--- src/rtl/sha256_pkg.sv ---
// Shared constants and types for the SHA-256 digest output path.
package sha256_pkg;

    localparam int WORD_W    = 32;
    localparam int NUM_WORDS = 8;
    localparam int IDX_W     = 3;

    typedef enum logic {
        IDLE = 1'b0,
        SEND = 1'b1
    } tx_state_t;

    // Word k of a packed digest; H0 sits in the most significant word.
    function automatic logic [WORD_W-1:0] digest_word(
        input logic [NUM_WORDS*WORD_W-1:0] digest,
        input int                          k
    );
        return digest[(NUM_WORDS-1-k)*WORD_W +: WORD_W];
    endfunction

endpackage

--- src/rtl/sha256_digest_tx.sv ---
// Captures a 256-bit SHA-256 digest in one cycle and streams it out as eight
// 32-bit words (H0 first) on a valid/ready interface with backpressure.
module sha256_digest_tx
    import sha256_pkg::*;
(
    input  logic                        CLK,
    input  logic                        RST,
    input  logic                        load,
    input  logic [NUM_WORDS*WORD_W-1:0] digest_i,
    output logic                        busy,
    output logic                        out_valid,
    input  logic                        out_ready,
    output logic [WORD_W-1:0]           out_data,
    output logic                        out_last,
    output logic [IDX_W-1:0]            out_idx,
    output logic                        done,
    output logic                        load_drop
);

    tx_state_t          state_reg, state_next;
    logic [IDX_W-1:0]   idx_reg, idx_next;
    logic               done_reg, done_next;
    logic               drop_reg, drop_next;
    logic               capture;
    logic               xfer;
    logic               at_last;
    logic [WORD_W-1:0]  word_reg [NUM_WORDS];

    assign xfer    = (state_reg == SEND) && out_ready;
    assign at_last = (idx_reg == IDX_W'(NUM_WORDS-1));

    always_ff @(posedge CLK or posedge RST) begin
        if (RST) begin
            state_reg <= IDLE;
            idx_reg   <= '0;
            done_reg  <= 1'b0;
            drop_reg  <= 1'b0;
        end else begin
            state_reg <= state_next;
            idx_reg   <= idx_next;
            done_reg  <= done_next;
            drop_reg  <= drop_next;
        end
    end

    always_comb begin
        state_next = state_reg;
        idx_next   = idx_reg;
        done_next  = 1'b0;
        drop_next  = 1'b0;
        capture    = 1'b0;
        case (state_reg)
            IDLE: begin
                if (load) begin
                    capture    = 1'b1;
                    idx_next   = '0;
                    state_next = SEND;
                end
            end
            SEND: begin
                if (xfer && at_last) begin
                    // Final word leaves: a load arriving now chains straight on.
                    done_next = 1'b1;
                    idx_next  = '0;
                    if (load) begin
                        capture = 1'b1;
                    end else begin
                        state_next = IDLE;
                    end
                end else begin
                    if (xfer) begin
                        idx_next = idx_reg + IDX_W'(1);
                    end
                    drop_next = load;
                end
            end
            default: begin
                state_next = IDLE;
                idx_next   = '0;
            end
        endcase
    end

    // Parallel capture so every word lands in the same cycle as the strobe.
    for (genvar gi = 0; gi < NUM_WORDS; gi++) begin : g_word
        always_ff @(posedge CLK or posedge RST) begin
            if (RST) begin
                word_reg[gi] <= '0;
            end else if (capture) begin
                word_reg[gi] <= digest_word(digest_i, gi);
            end
        end
    end

    // Indexed select keeps out_data stable while the sink stalls.
    assign busy      = (state_reg == SEND);
    assign out_valid = (state_reg == SEND);
    assign out_data  = out_valid ? word_reg[idx_reg] : '0;
    assign out_idx   = out_valid ? idx_reg : '0;
    assign out_last  = out_valid && at_last;
    assign done      = done_reg;
    assign load_drop = drop_reg;

endmodule

--- config.mk ---
export PLATFORM = sky130hd
export DESIGN_NAME = sha256_digest_tx
export DESIGN_NICKNAME = d
export VERILOG_FILES = /design/src/rtl/sha256_pkg.sv /design/src/rtl/sha256_digest_tx.sv
export SDC_FILE = /design/constraint.sdc
export NUM_CORES = 1
export LEC_CHECK = 0
export ABC_AREA = 1
export CAP_MARGIN = 20
export CORE_MARGIN = 2
export CORE_UTILIZATION = 42
export DETAILED_ROUTE_END_ITERATION = 7
export HOLD_SLACK_MARGIN = 0.03
export PLACE_DENSITY_LB_ADDON = 0.3
export SLEW_MARGIN = 5
export SYNTH_ARGS = -nofsm -noshare
export SYNTH_HDL_FRONTEND = slang
export SYNTH_SLANG_ARGS = --single-unit
--- constraint.sdc ---
create_clock -name CLK -period 8.6 [get_ports CLK]
set_input_delay 1.72 -clock CLK [delete_from_list [all_inputs] [get_ports CLK]]
set_output_delay 1.72 -clock CLK [all_outputs]
set_load 0.02 [all_outputs]
==> impl_metrics.env, run 1 <==
export IMPL_path_clk_slew_ns=0.06
export IMPL_ys_seq_area_frac=0.484
export IMPL_hpwl_mm=27.3
export IMPL_arrival_ns=3.63
export IMPL_grt_pass1_wl_mm=63.7
export IMPL_p_leak_nw=9.76
export IMPL_fp_dieH_um=184
export IMPL_vias=12300
export IMPL_cts_max_level=1
export IMPL_synth_nets=2233
export IMPL_antenna_found_initial=4
export IMPL_p_int_mw=3.79
export IMPL_fin_skew_ns=0.00743
export IMPL_drtPass1Iterations=5
export IMPL_worstHoldStart="word_reg[145]"
export IMPL_seqPwrFrac=0.350
export IMPL_synth_top_area_cell="dfrtp_1"
export IMPL_fin_util=0.556
export IMPL_fin_crit_ns=5.35
export IMPL_synth_top_area_frac=0.484
export IMPL_drive_above_1_share=0.0336
export IMPL_finalSetupViolations=0
export IMPL_ant_nets=0
export IMPL_avgSynthCellArea_um2=6.87
export IMPL_cp_end_kind="output pin"
export IMPL_timing_rr_start="idx_reg[1]"
export IMPL_pin_count=300
export IMPL_synthTopCellsByArea="dfrtp_1, nand2_1, inv_1"
export IMPL_power_frac_comb=0.435
export IMPL_rsz0062_at_grt="false"
export IMPL_hold_worst_slack_ns=0.468
export IMPL_post_route_period_util=0.622
export IMPL_crit_start="idx_reg[0]"
export IMPL_max_slew_margin_rel=0.304
export IMPL_grt_pass1_vias=12000
export IMPL_slew_viol_final=0
export IMPL_tightest_slew_ns=1.04
export IMPL_cts_setup_buffers=0
export IMPL_rows=65
export IMPL_die_w_um=184
export IMPL_place_ws_ns=3.84
export IMPL_clockRootBuffer="clkbuf_16"
export IMPL_start_util=0.428
export IMPL_crit_end="out_data[11]"
export IMPL_routed_via_density=4.66
export IMPL_synth_cell_area_um2=13500
export IMPL_synth_warnings=0
export IMPL_place_gp_congestion=0.891
export IMPL_pwr_share_clk=0.214
export IMPL_wl_per_cell_um=15.1
export IMPL_coreArea_um2=31600
export IMPL_worstPathRequired_ns=6.88
export IMPL_post_cts_resized=0
export IMPL_ir_drop_v=0.000170
export IMPL_power_switching_mw=2.60
export IMPL_hold_viol=0
export IMPL_nNetsFinal=2475
export IMPL_drc=0
export IMPL_cts_buffers=29
export IMPL_grt_max_degree=147
export IMPL_grt_overflow_total=0
export IMPL_drt_wl_total_mm=39.9
export IMPL_r2r_setup_slack_ns=4.90
export IMPL_hold_buffers=0
export IMPL_synth_distinct_cells=18
export IMPL_synthCells=1971
export IMPL_hold_path_class="reg -> reg"
export IMPL_switching_share=0.407
export IMPL_largest_reg_flops=256
export IMPL_setup_tns_ns=0
export IMPL_r2r_end="word_reg[194]"
export IMPL_ys_seq_elements=262
export IMPL_critPathLaunchType="flip-flop"
export IMPL_clk_latency_ns=0.55
export IMPL_maxCapViolations=0
export IMPL_drtIter0Drc=1078
export IMPL_area_growth_pct=29.8
export IMPL_fmax_mhz=187
export IMPL_power_mw=6.39
export IMPL_layout_setup_ws_ns=3.25
export IMPL_clock_path_buffers=3
export IMPL_path_max_fanout=94
export IMPL_grtUsageTotal=0.237
export IMPL_cts_tree="yes"
export IMPL_clock_sinks=262
export IMPL_worstRegToRegCells=10
export IMPL_crit_type="reg -> out"
export IMPL_power_density_nw_per_um2=363
export IMPL_status="finished clean"
export IMPL_dieArea_um2=33700
export IMPL_port_buffers=299
[Yosys cell counts]
cell type	n
nand2_1	1195
buf_4	19
nand3_1	130
ha_1	2
nand2_2	3
buf_1	18
o21ai_0	2
buf_6	35
dfrtp_1	262
nor2_1	2
o21ai_2	1
nand2_4	1
clkbuf_1	17
buf_12	1
buf_2	14
nor2_2	1
inv_2	1
inv_1	267
[layout make-up]
type,count,area [um2]
Antenna cell,3,7.51
Timing Repair Buffer,315,3200
Multi-Input combinational cell,1337,5250
Inverter,268,1010
Clock inverter,14,248
Sequential cell,262,6560
Tap cell,402,503
Fill cell,3027,14100
Clock buffer,37,796
[power groups by stage]
| stage | clock (mW) | sequential (mW) | combinational (mW) |
|---|---|---|---|
| after CTS | 1.39 | 2.23 | 2.79 |
| after global routing | 1.45 | 2.31 | 3.16 |
| after global placement | 0 | 2.23 | 2.73 |
| after floorplan | 0 | 2.13 | 1.87 |
| final | 1.37 | 2.24 | 2.78 |
| after detailed placement | 0 | 2.25 | 2.77 |
[layout by cell type (no fill, tap or decap)]
master	instances
inv_1	265
buf_4	11
clkinvlp_4	2
o21ai_2	1
buf_8	1
ha_1	2
clkdlybuf4s50_1	299
dfrtp_1	260
dfrtp_4	1
nor2_2	2
nand3_1	130
o21ai_0	2
inv_2	1
diode_2	3
clkbuf_1	4
nor2_1	1
dfrtp_2	1
inv_4	1
bufinv_16	7
clkbuf_16	29
nand2_1	1195
nand2_2	2
clkinv_2	6
buf_16	4
nand2_8	2
clkbuf_8	4
[metrics by stage]
step	cell area, um2	cells
floorplan	13500	1971
global placement	16400	2579
detailed placement	16400	2580
CTS	17500	2631
global route	17600	2638
finish	17600	2638
[metal layers]
| layer | vias to the layer above | share of wire | GRT usage |
|---|---|---|---|
| met1 | 5629 | 0.47 | 0.348 |
| met3 | 80 | 0.052 | 0.0305 |
| li1 | 6216 | - | - |
| met2 | 370 | 0.44 | 0.359 |
| met5 | - | 0.00028 | 0 |
| met4 | 2 | 0.036 | 0.0874 |
[worst min path at each step]
stage                          to  slack, ns  cells after the start
floorplan             word_reg[0]       0.44                      2
global placement    word_reg[168]       0.45                      2
detailed placement  word_reg[224]       0.46                      2
CTS                 word_reg[150]       0.47                      2
global route         word_reg[64]       0.48                      2
finish              word_reg[145]       0.47                      2
[logic make-up after synthesis]
group | count (synthesis) | share of synthesized area
compound gates | 3 | 0.00139
fa+ha+maj | 2 | 0.00185
buf+inv | 372 | 0.130
flops | 262 | 0.484
simple gates | 1332 | 0.382
[worst max-delay path, cell delays in order, from the launching register on]
cell and delay [ns]:
dfrtp_4 0.69, inv_4 0.39, buf_4 0.77, nand2_1 0.12
nand3_1 0.11, nand2_1 0.09, nand2_1 0.08, nand2_1 0.12
clkdlybuf4s50_1 0.56
Note: power is estimated with default switching activity, not from simulation.
==> run 2, diff against run 1 <==
clock period = 4.85 ns   (was 8.6 ns; I/O delays follow)
==> impl_metrics.env, run 2 (synthesis gave the netlist of run 1 again) <==
export IMPL_wl_per_cell_um=15.3
export IMPL_setup_tns_ns=0
export IMPL_hold_worst_slack_ns=0.469
export IMPL_rsz0062_at_grt="false"
export IMPL_ir_drop_v=0.000363
export IMPL_cts_max_level=1
export IMPL_drt_wl_total_mm=40.3
export IMPL_slew_viol_final=0
export IMPL_antenna_found_initial=5
export IMPL_fin_crit_ns=4.18
export IMPL_area_growth_pct=28.9
export IMPL_post_route_period_util=0.863
export IMPL_dieArea_um2=33700
export IMPL_power_frac_comb=0.450
export IMPL_status="finished clean"
export IMPL_coreArea_um2=31600
export IMPL_routed_via_density=4.73
export IMPL_cts_buffers=29
export IMPL_nFillCells=3031
export IMPL_pin_count=300
export IMPL_power_density_nw_per_um2=636
export IMPL_cp_end_kind="output pin"
export IMPL_hpwl_mm=27.5
export IMPL_pwr_share_clk=0.194
export IMPL_maxCapViolations=0
export IMPL_worstPathRequired_ns=3.88
export IMPL_drtIter0Drc=1066
export IMPL_tightest_slew_ns=0.984
export IMPL_switching_share=0.417
export IMPL_rows=65
export IMPL_vias=12500
export IMPL_ant_nets=0
export IMPL_grt_max_degree=162
export IMPL_fmax_mhz=239
export IMPL_die_w_um=184
export IMPL_placed_area_um2=16500
export IMPL_p_leak_nw=9.69
export IMPL_start_util=0.428
export IMPL_drive_above_1_share=0.0314
export IMPL_grt_pass1_wl_mm=63.5
export IMPL_path_max_fanout=33
export IMPL_hold_viol=0
export IMPL_place_gp_congestion=0.914
export IMPL_grt_pass1_vias=12000
export IMPL_clock_path_buffers=3
export IMPL_drc=0
export IMPL_grtUsageTotal=0.239
export IMPL_power_switching_mw=4.63
export IMPL_largest_reg_flops=256
export IMPL_path_clk_slew_ns=0.06
export IMPL_stdcell_area_um2=17500
export IMPL_grt_overflow_total=0
export IMPL_fin_util=0.552
export IMPL_arrival_ns=3.21
export IMPL_max_slew_margin_rel=0.344
export IMPL_clk_latency_ns=0.55
export IMPL_fp_dieH_um=184
export IMPL_critPathLaunchType="flip-flop"
export IMPL_drtPass1Iterations=5
export IMPL_seqPwrFrac=0.356
export IMPL_p_int_mw=6.47
export IMPL_clockRootBuffer="clkbuf_16"
export IMPL_final_common_cell="nand2_1"
export IMPL_hold_path_class="reg -> reg"
export IMPL_nNetsFinal=2473
export IMPL_fin_skew_ns=0.0160
export IMPL_post_cts_resized=0
export IMPL_power_mw=11.1
export IMPL_crit_type="reg -> out"
export IMPL_port_buffers=299
export IMPL_finalSetupViolations=0
export IMPL_cts_setup_buffers=0
export IMPL_clock_sinks=262
export IMPL_cts_tree="yes"
export IMPL_hold_buffers=0
export IMPL_final_cell_mix="nand2_1, clkdlybuf4s50_1, inv_1"
[run 2: changes by cell type in the layout (fill, tap and decap cells not counted), moves of 2 or more]
cell and change:
buf_12 +8, buf_16 -4, buf_4 -5, bufinv_16 -6
clkbuf_1 +2, clkbuf_8 +3, clkinv_2 -4, clkinv_4 +2
diode_2 +2
[run 2: cell type report]
type | instances | area (um2) | share of cell area
clock inverter | 8 | 81.3 | 0.00466
antenna | 5 | 12.5 | 0.000717
tap | 402 | 503 | 0.0288
multi-input combinational | 1337 | 5250 | 0.301
inverter | 268 | 1010 | 0.0580
clock buffer | 42 | 845 | 0.0484
timing repair buffer | 313 | 3200 | 0.183
sequential | 262 | 6560 | 0.376
[run 2: worst max-delay path: stages, from the launching register on]
cell             delay (ns)
dfrtp_2                0.63
inv_2                  0.67
buf_12                 0.28
nand3_1                0.10
nand2_1                0.07
nand2_1                0.09
nand2_1                0.16
clkdlybuf4s50_1        0.62
[run 2: worst paths after layout]
kind | from | to | slack, ns | cells past startpoint
setup / recovery | idx_reg[1] | out_data[8] | 0.67 | 7
hold / removal | word_reg[204] | word_reg[204] | 0.47 | 2
setup reg to reg | idx_reg[1] | word_reg[230] | 1.14 | 9
hold reg to reg | word_reg[204] | word_reg[204] | 0.47 | 2
max in group asynchronous | RST | word_reg[128] | 2.92 | 3
min in group asynchronous | RST | word_reg[81] | 0.93 | 2
[run 2: metal layers]
layer,global-route usage,vias to the layer above,share of wire
li1,-,6218,-
met2,0.365,447,0.44
met1,0.337,5721,0.45
met3,0.0416,87,0.069
met5,0,-,0
met4,0.0973,0,0.040
[run 2: power by group through the flow]
stage                     combinational [mW]  clock (mW)  sequential, mW
after floorplan                         3.32           0            3.77
after global placement                  4.96           0            3.92
after detailed placement                5.01           0            3.96
after CTS                               5.04        2.20            3.94
after global routing                    5.68        2.28            4.08
final                                   5.00        2.16            3.95
[run 2: through the flow]
step | setup WS (ns) | std cells
finish | 0.667 | 2637
global route | 0.541 | 2636
CTS | 0.631 | 2632
detailed placement | 1.22 | 2582
global placement | 1.27 | 2582
floorplan | 0.424 | 1971
==> run 3, diff against run 2 <==
clock period = 4.75 ns   (was 4.85 ns; I/O delays follow)
==> impl_metrics.env, run 3 (synthesis gave the netlist of run 1 again) <==
export IMPL_status="finished clean"
export IMPL_grt_overflow_total=0
export IMPL_slew_viol_final=0
export IMPL_switching_share=0.417
export IMPL_antenna_found_initial=4
export IMPL_placed_area_um2=16500
export IMPL_drt_wl_total_mm=40.2
export IMPL_grt_max_degree=137
export IMPL_fin_skew_ns=0.0185
export IMPL_crit_family="buffers and inverters"
export IMPL_ant_nets=0
export IMPL_dieArea_um2=33700
export IMPL_place_gp_congestion=0.884
export IMPL_rows=65
export IMPL_power_density_nw_per_um2=649
export IMPL_path_clk_slew_ns=0.06
export IMPL_hold_buffers=0
export IMPL_dr_wl_met2_mm=17.6
export IMPL_maxCapViolations=0
export IMPL_multiInputGateArea_um2=5250
export IMPL_final_common_cell="nand2_1"
export IMPL_pwr_share_clk=0.194
export IMPL_pin_count=300
export IMPL_drtPass1Iterations=5
export IMPL_grt_pass1_vias=12000
export IMPL_wl_met3_mm=2.16
export IMPL_fin_util=0.552
export IMPL_routed_via_density=4.68
export IMPL_setup_tns_ns=0
export IMPL_crit_type="reg -> out"
export IMPL_clk_latency_ns=0.56
export IMPL_post_cts_resized=0
export IMPL_port_buffers=299
export IMPL_clock_path_buffers=3
export IMPL_top_layer="met4"
export IMPL_wl_per_cell_um=15.2
export IMPL_fin_crit_ns=4.16
export IMPL_grt_pass1_wl_mm=63.6
export IMPL_cp_num_buf_inv=3
export IMPL_wl_met1_mm=18.9
export IMPL_hold_viol=0
export IMPL_hpwl_mm=28.1
export IMPL_seq_area_um2=6560
export IMPL_coreArea_um2=31600
export IMPL_ir_drop_v=0.000358
export IMPL_cp_end_kind="output pin"
export IMPL_crit_top_cell="nand2_1"
export IMPL_power_frac_comb=0.446
export IMPL_post_route_period_util=0.875
export IMPL_cts_tree="yes"
export IMPL_path_cells="inv_4 -> buf_12 -> nand2_1 -> nand3_1 -> nand2_1 -> nand2_1 -> nand2_1 -> clkdlybuf4s50_1"
export IMPL_cts_buffers=29
export IMPL_p_leak_nw=9.71
export IMPL_power_switching_mw=4.72
export IMPL_clock_sinks=262
export IMPL_critPathSlowestCell="dfrtp_4"
export IMPL_fmax_mhz=241
export IMPL_arrival_ns=3.21
export IMPL_max_stage_delay_ns=0.66
export IMPL_final_cell_mix="nand2_1, clkdlybuf4s50_1, inv_1"
export IMPL_fp_dieH_um=184
export IMPL_drc=0
export IMPL_drive_above_1_share=0.0331
export IMPL_grtUsageTotal=0.236
export IMPL_cts_max_level=1
export IMPL_largest_reg_flops=256
export IMPL_area_growth_pct=28.9
export IMPL_critPathLaunchType="flip-flop"
export IMPL_max_slew_margin_rel=0.479
export IMPL_tightest_slew_ns=0.782
export IMPL_cts_setup_buffers=0
export IMPL_p_int_mw=6.61
export IMPL_nNetsFinal=2475
export IMPL_worstPathRequired_ns=3.80
export IMPL_clockRootBuffer="clkbuf_16"
export IMPL_stdcell_area_um2=17500
export IMPL_hold_path_class="reg -> reg"
export IMPL_die_w_um=184
export IMPL_rsz0062_at_grt="false"
export IMPL_start_util=0.428
export IMPL_finalSetupViolations=0
export IMPL_seqPwrFrac=0.360
export IMPL_drtIter0Drc=1030
export IMPL_path_max_fanout=72
export IMPL_vias=12300
export IMPL_nFillCells=3027
[run 3: power by group through the flow]
| stage | registers [mW] | clock network [mW] | logic (mW) |
|---|---|---|---|
| final | 4.08 | 2.19 | 5.05 |
| after global routing | 4.22 | 2.34 | 5.70 |
| after CTS | 4.07 | 2.25 | 5.08 |
| after detailed placement | 4.09 | 0 | 5.05 |
| after global placement | 4.06 | 0 | 5.01 |
| after floorplan | 3.85 | 0 | 3.39 |
[run 3: worst paths after layout]
check / startpoint / end / slack [ns] / cells past startpoint
hold reg to reg: word_reg[65] / word_reg[65] / 0.47 / 2
setup / recovery: idx_reg[0] / out_data[10] / 0.59 / 8
hold / removal: word_reg[65] / word_reg[65] / 0.47 / 2
setup reg to reg: idx_reg[0] / word_reg[147] / 1.15 / 9
min in group asynchronous: RST / word_reg[85] / 0.86 / 2
max in group asynchronous: RST / word_reg[226] / 2.96 / 3
[run 3: area by class of cell]
class	count	area share
Clock buffer	42	0.0490
Clock inverter	9	0.00452
Antenna cell	4	0.000573
Tap cell	402	0.0288
Inverter	268	0.0580
Multi-Input combinational cell	1337	0.301
Sequential cell	262	0.376
Timing Repair Buffer	315	0.183
[run 3: through the flow]
step,hold slack [ns],std cells,total power [mW],setup slack [ns]
after global placement,0.453,2584,9.07,1.20
after CTS,0.473,2635,11.4,0.581
final,0.469,2639,11.3,0.595
after floorplan,0.442,1971,7.24,0.344
after global routing,0.480,2639,12.3,0.437
after detailed placement,0.458,2584,9.15,1.20
[run 3: worst min-delay path: cells and delay by family, from the launching register on]
family / cells / cell delay, ns
flip-flops: 1 / 0.34
AND/OR/NAND/NOR: 2 / 0.10
[run 3: metal layers]
layer  up-vias  global-route usage
li1       6224                   -
met1      5694               0.347
met2       352               0.357
met3        75              0.0317
met4         0              0.0877
met5         -                   0
==> variant 1: new RTL, config.mk and constraints of run 1 <==
Reset style: synchronous (`RST`), changed in 2 clocked blocks.
--- a/src/rtl/sha256_digest_tx.sv
+++ b/src/rtl/sha256_digest_tx.sv
@@ -29,7 +29,7 @@
     assign xfer    = (state_reg == SEND) && out_ready;
     assign at_last = (idx_reg == IDX_W'(NUM_WORDS-1));
 
-    always_ff @(posedge CLK or posedge RST) begin
+    always_ff @(posedge CLK) begin
         if (RST) begin
             state_reg <= IDLE;
             idx_reg   <= '0;
@@ -83,7 +83,7 @@
 
     // Parallel capture so every word lands in the same cycle as the strobe.
     for (genvar gi = 0; gi < NUM_WORDS; gi++) begin : g_word
-        always_ff @(posedge CLK or posedge RST) begin
+        always_ff @(posedge CLK) begin
             if (RST) begin
                 word_reg[gi] <= '0;
             end else if (capture) begin
Function: differs if RST is asserted again (counterexample within 4 cycles, from zero or initial values and one cycle with RST high); with RST held inactive, the same outputs for 4 cycles.
==> variant 1 against run 1 <==
Die area rose by 1.3%. Cell count decreased by 8.5%. Setup slack better by 0.046 ns. Routed wire length fell by 11%. Hold slack improved by 0.051 ns. Area after synthesis up 1.3%. Sequential cell count grew 3. Critical path type unchanged. Highest routed layer unchanged. Largest cell class unchanged. Design area is 0.77% higher.
Power is not compared: it rests on default switching activity, and its combinational part moved more than twofold at a synthesized area within 25%.
==> variant 1: results (changes against run 1) <==
Global routing
  • Global-route wire length before repair: 54100 um (-15%)
  • Initial antenna violation count: 1 (-3)
  • Vias in the first global route: 10619 (-11%)
  • Largest net degree at the start of global routing: 198 (+35%)
  • Global Route Usage Sum: 20.7% (-3.0 points)

Synth
  • Async SR Flop Fraction: 0% (-100 points)
  • Synth top area cells: edfxtp_1 56%, inv_1 14%, nand2_1 9.0%
  • Synthesized Nets: 1958 (-12%)
  • Area leader, netlist: edfxtp_1
  • Compound-Gate Fraction of Synth Area: 0.255% (+0.12 points)
  • Unique cell type count in the Yosys netlist: 17 (-1)
  • Post-synthesis adder-cell area fraction: 0.182% (-0.0024 points)

Final layout
  • Share of cells above drive strength 1: 2.69% (-0.67 points)
  • Fill cell count: 3013 (-0.46%)
  • Area growth, synth to finish: 29.1%

Outcome
  • Status: finished clean

Setup path
  • Reg2Reg Setup Slack: 5.06 ns (+0.16 ns)
  • WP data arrival: 3.59 ns (-0.04 ns)

Placed design
  • Hpwl dp: 24100 um (-12%)
  • Dpl ws: 3.82 ns (-0.0283 ns)

Routing
  • Wire length after detailed routing: 35600 um (-11%)
  • Via density: 4.50 (-3.5%)
  • Pre-antenna DRT Iters: 7 (+2)
  • DR iter-0 viols: 778 (-28%)

Timing
  • Worst Tran Pin Value: 1.19 ns (+0.150 ns)
  • Setup Skew: 0.00969 ns (+0.00226 ns)

Clock tree
  • Total CTS buffers: 28 (-3.4%)
==> variant 1: path summary, 6_finish.rpt <==
kind               from              end  cells after the start
max            register     out_data[14]                      8
min          idx_reg[1]         register                      2
max reg2reg        busy  word_reg[5][27]                      7
min reg2reg  idx_reg[1]         register                      2
==> variant 1: cells by family after synthesis <==
| kind of cell | count (synthesis) |
|---|---|
| flip-flops | 265 |
| buffers and inverters | 605 |
| AO/OA/AOI/OAI | 7 |
| AND/OR/NAND/NOR | 817 |
| adder cells (fa/ha/maj) | 2 |
==> variant 1: metrics by stage <==
| stage | cells | hold WS, ns |
|---|---|---|
| after detailed placement | 2363 | 0.512 |
| after global placement | 2363 | 0.480 |
| after global routing | 2413 | 0.565 |
| final | 2415 | 0.519 |
| after floorplan | 1696 | 0.463 |
| after CTS | 2412 | 0.514 |
==> variant 1: power by group through the flow <==
stage	Clock, mW	Sequential, mW	Combinational, mW
CTS	1.18	1.57	0.473
floorplan	0	1.58	0.267
global placement	0	1.59	0.465
detailed placement	0	1.59	0.470
finish	1.16	1.57	0.467
global route	1.22	1.58	0.524
==> variant 1: area by class of cell <==
type | instances | area share, %
sequential | 265 | 44.5
multi-input combinational | 826 | 19.0
timing repair buffer | 307 | 17.4
inverter | 524 | 11.1
clock buffer | 34 | 4.20
tap | 442 | 3.12
clock inverter | 15 | 0.671
antenna | 2 | 0.0283
==> variant 1: per-layer routing <==
layer / wire (um) / global-route usage (%) / part of all wire [%] / up-vias
li1: - / - / - / 5455
met1: 14000 / 24.5 / 39 / 4946
met2: 17600 / 37.6 / 50 / 395
met3: 2700 / 3.71 / 7.6 / 67
met4: 1200 / 7.40 / 3.4 / 2
met5: 12 / 0 / 0.034 / -
==> variant 1: critical path: stages, from the launching register on <==
cell and delay (ns):
dfxtp_4 0.76, inv_4 0.35, buf_4 0.47, nand2_1 0.16, nand3_1 0.08, nand3_1 0.18, nand2_1 0.11, nor2_1 0.18
clkdlybuf4s50_1 0.63
==> variant 2: new RTL, flow settings as in run 1 <==
Made on the original files. `NUM_WORDS`: 8 -> 4.
--- a/src/rtl/sha256_pkg.sv
+++ b/src/rtl/sha256_pkg.sv
@@ -2,7 +2,7 @@
 package sha256_pkg;
 
     localparam int WORD_W    = 32;
-    localparam int NUM_WORDS = 8;
+    localparam int NUM_WORDS = 4;
     localparam int IDX_W     = 3;
 
     typedef enum logic {
Interface: changed (resized digest_i); port bits go from 300 to 172. No check against the original RTL was run, so the function may have changed too.
==> variant 2 against run 1 <==
Routed wire length is 46% lower. Synthesized cell count shrank 52%. Count of clock-buffer cells in the layout fell by 17. Clock power decreased by 40%. Largest power group unchanged. Setup slack better by 1.0 ns. First-iteration DRC count shrank 36%. Sequential cell count decreased by 128. Total power down 43%. Area after synthesis fell by 48%. Cell count down 51%. Design area decreased by 47%. Utilization grew 1.3 points.
==> variant 2: results (changes against run 1) <==
Outcome
  • Status: finished clean

Synth
  • Synth Area in XOR/XNOR: 0% (unchanged)
  • Seq/Total Area, Yosys: 47.9% (-0.50 points)
  • Synthesized Nets: 1085 (-51%)
  • Compound-Gate Fraction of Synth Area: 2.54% (+2.4 points)
  • Post-synthesis adder-cell area fraction: 0.179% (-0.0060 points)
  • Synth cell count leaders: 330 x nand2_1, 289 x nand3_1, 134 x dfrtp_1
  • Post-synthesis mux area share: 0% (unchanged)
  • Synthesis Warnings: 0 (unchanged)
  • Async SR Flop Fraction: 100% (unchanged)
  • Synth Flop Type: dfrtp_1
  • Synth top area cells: dfrtp_1 48%, nand3_1 21%, nand2_1 18%
  • Cell count after synthesis: 952 (-52%)
  • Unique cell type count in the Yosys netlist: 18 (unchanged)

Routing
  • Routed via count: 6758 (-45%)
  • Routed len/inst: 16.4 um (+8.6%)
  • Max Used Layer: met4
  • Pre-antenna DRT Iters: 5 (unchanged)
  • Wire length after detailed routing: 21400 um (-46%)
  • DR iter-0 viols: 686 (-36%)
  • Met3 wire length: 1310 um (-37%)
  • WL met1: 10200 um (-46%)
  • DR WL met2: 9460 um (-47%)

Clock tree
  • Total CTS buffers: 17 (-41%)
  • Clock root cell: clkbuf_16
  • Post-CTS Setup Repair Bufs: 0 (unchanged)
  • Htree depth: 4 (+3)
  • Worst skew pair latency: 0.42 ns (-0.13 ns)
  • CTS resizes: 0 (unchanged)
  • Reg clk slew, reported paths: 0.06 ns (about the same)
  • Max clock buf depth: 2 (-1)

Worst hold path
  • WHS Path Cells: 2 (unchanged)
  • Worst min path class: reg2reg

Placed design
  • Number of port buffers: 171 (-43%)
  • Gpl congestion: 0.919 (+3.1%)
  • Placed cells: 1270 (-51%)
  • Hpwl dp: 13400 um (-51%)
  • Dpl ws: 4.44 ns (+0.599 ns)

Final layout
  • N_diodes: 0 (-3)
  • Fill cell count: 1562 (-48%)
  • Max FFs per register: 128 (-50%)
  • Nets@finish: 1203 (-51%)
  • Share of cells above drive strength 1: 4.71% (+1.4 points)

Setup path
  • Worst stage delay on the critical path: 0.67 ns (-0.10 ns)
  • Slowest CP cell: clkdlybuf4s50_1
  • Worst r2r path cells: 9 (-1)
  • Worst Path Max Fanout: 66 (-30%)
  • WP data arrival: 2.59 ns (-1.04 ns)

Power and ir drop
  • Leakage: 4.72 nW (-52%)
  • Maximum VDD drop: 0.190 mV (+12%)
  • Internal: 2.15 mW (-43%)

Global routing
  • Largest net degree at the start of global routing: 98 (-33%)
  • Initial antenna violation count: 0 (-4)
  • Vias in the first global route: 6414 (-46%)
  • Global Route Usage Sum: 24.4% (+0.73 points)
  • Global-route wire length before repair: 34200 um (-46%)

Timing
  • Worst Tran Pin Value: 1.02 ns (-0.0221 ns)
  • Setup Skew: 0.00746 ns (+0.0000274 ns)
[variant 2: layout make-up]
class | count | area share (%)
inverters | 76 | 3.11
clock inverters | 12 | 2.13
well taps | 220 | 2.95
multi-input cells | 661 | 31.4
repair buffers | 180 | 19.4
clock buffers | 20 | 5.00
flip-flops and latches | 134 | 36.0
[variant 2: path summary, 6_finish.rpt]
path / start / endpoint / slack [ns]
worst min register to register: word_reg[5] / word_reg[5] / 0.50
worst min-delay path: word_reg[5] / word_reg[5] / 0.50
max in group asynchronous: RST / idx_reg[0] / 5.47
worst max-delay path: idx_reg[0] / out_data[22] / 4.29
min in group asynchronous: RST / word_reg[64] / 1.75
worst max register to register: idx_reg[0] / word_reg[115] / 5.34
[variant 2: kinds of logic after synthesis]
| kind of cell | Yosys count |
|---|---|
| AOI/OAI and AO/OA | 35 |
| adders and majority gates | 1 |
| buffers and inverters | 157 |
| DFF | 134 |
| and+or+nand+nor | 625 |
[variant 2: power by group through the flow]
| stage | logic, mW | registers (mW) | clock network [mW] |
|---|---|---|---|
| after CTS | 1.73 | 1.08 | 0.826 |
| final | 1.75 | 1.08 | 0.820 |
| after global routing | 1.93 | 1.12 | 0.853 |
| after global placement | 1.70 | 1.08 | 0 |
| after floorplan | 1.14 | 1.04 | 0 |
| after detailed placement | 1.72 | 1.08 | 0 |
[variant 2: critical path, delay by kind of cell (launching register included)]
family / cells / cell delay [ns]
buffers and inverters: 2 / 1.26
DFF: 1 / 0.36
and+or+nand+nor: 3 / 0.27
AOI/OAI and AO/OA: 1 / 0.27
[variant 2: stage by stage]
stage / instance area [um^2] / total power [mW]
global placement: 8610 / 2.78
CTS: 9300 / 3.64
floorplan: 7000 / 2.19
finish: 9330 / 3.65
detailed placement: 8630 / 2.80
global route: 9330 / 3.90
[variant 2: metal layers]
metal | track usage (%) | up-vias
met5 | 0 | -
met4 | 8.57 | 0
met3 | 4.68 | 38
met2 | 35.5 | 250
met1 | 36.6 | 3180
li1 | - | 3290
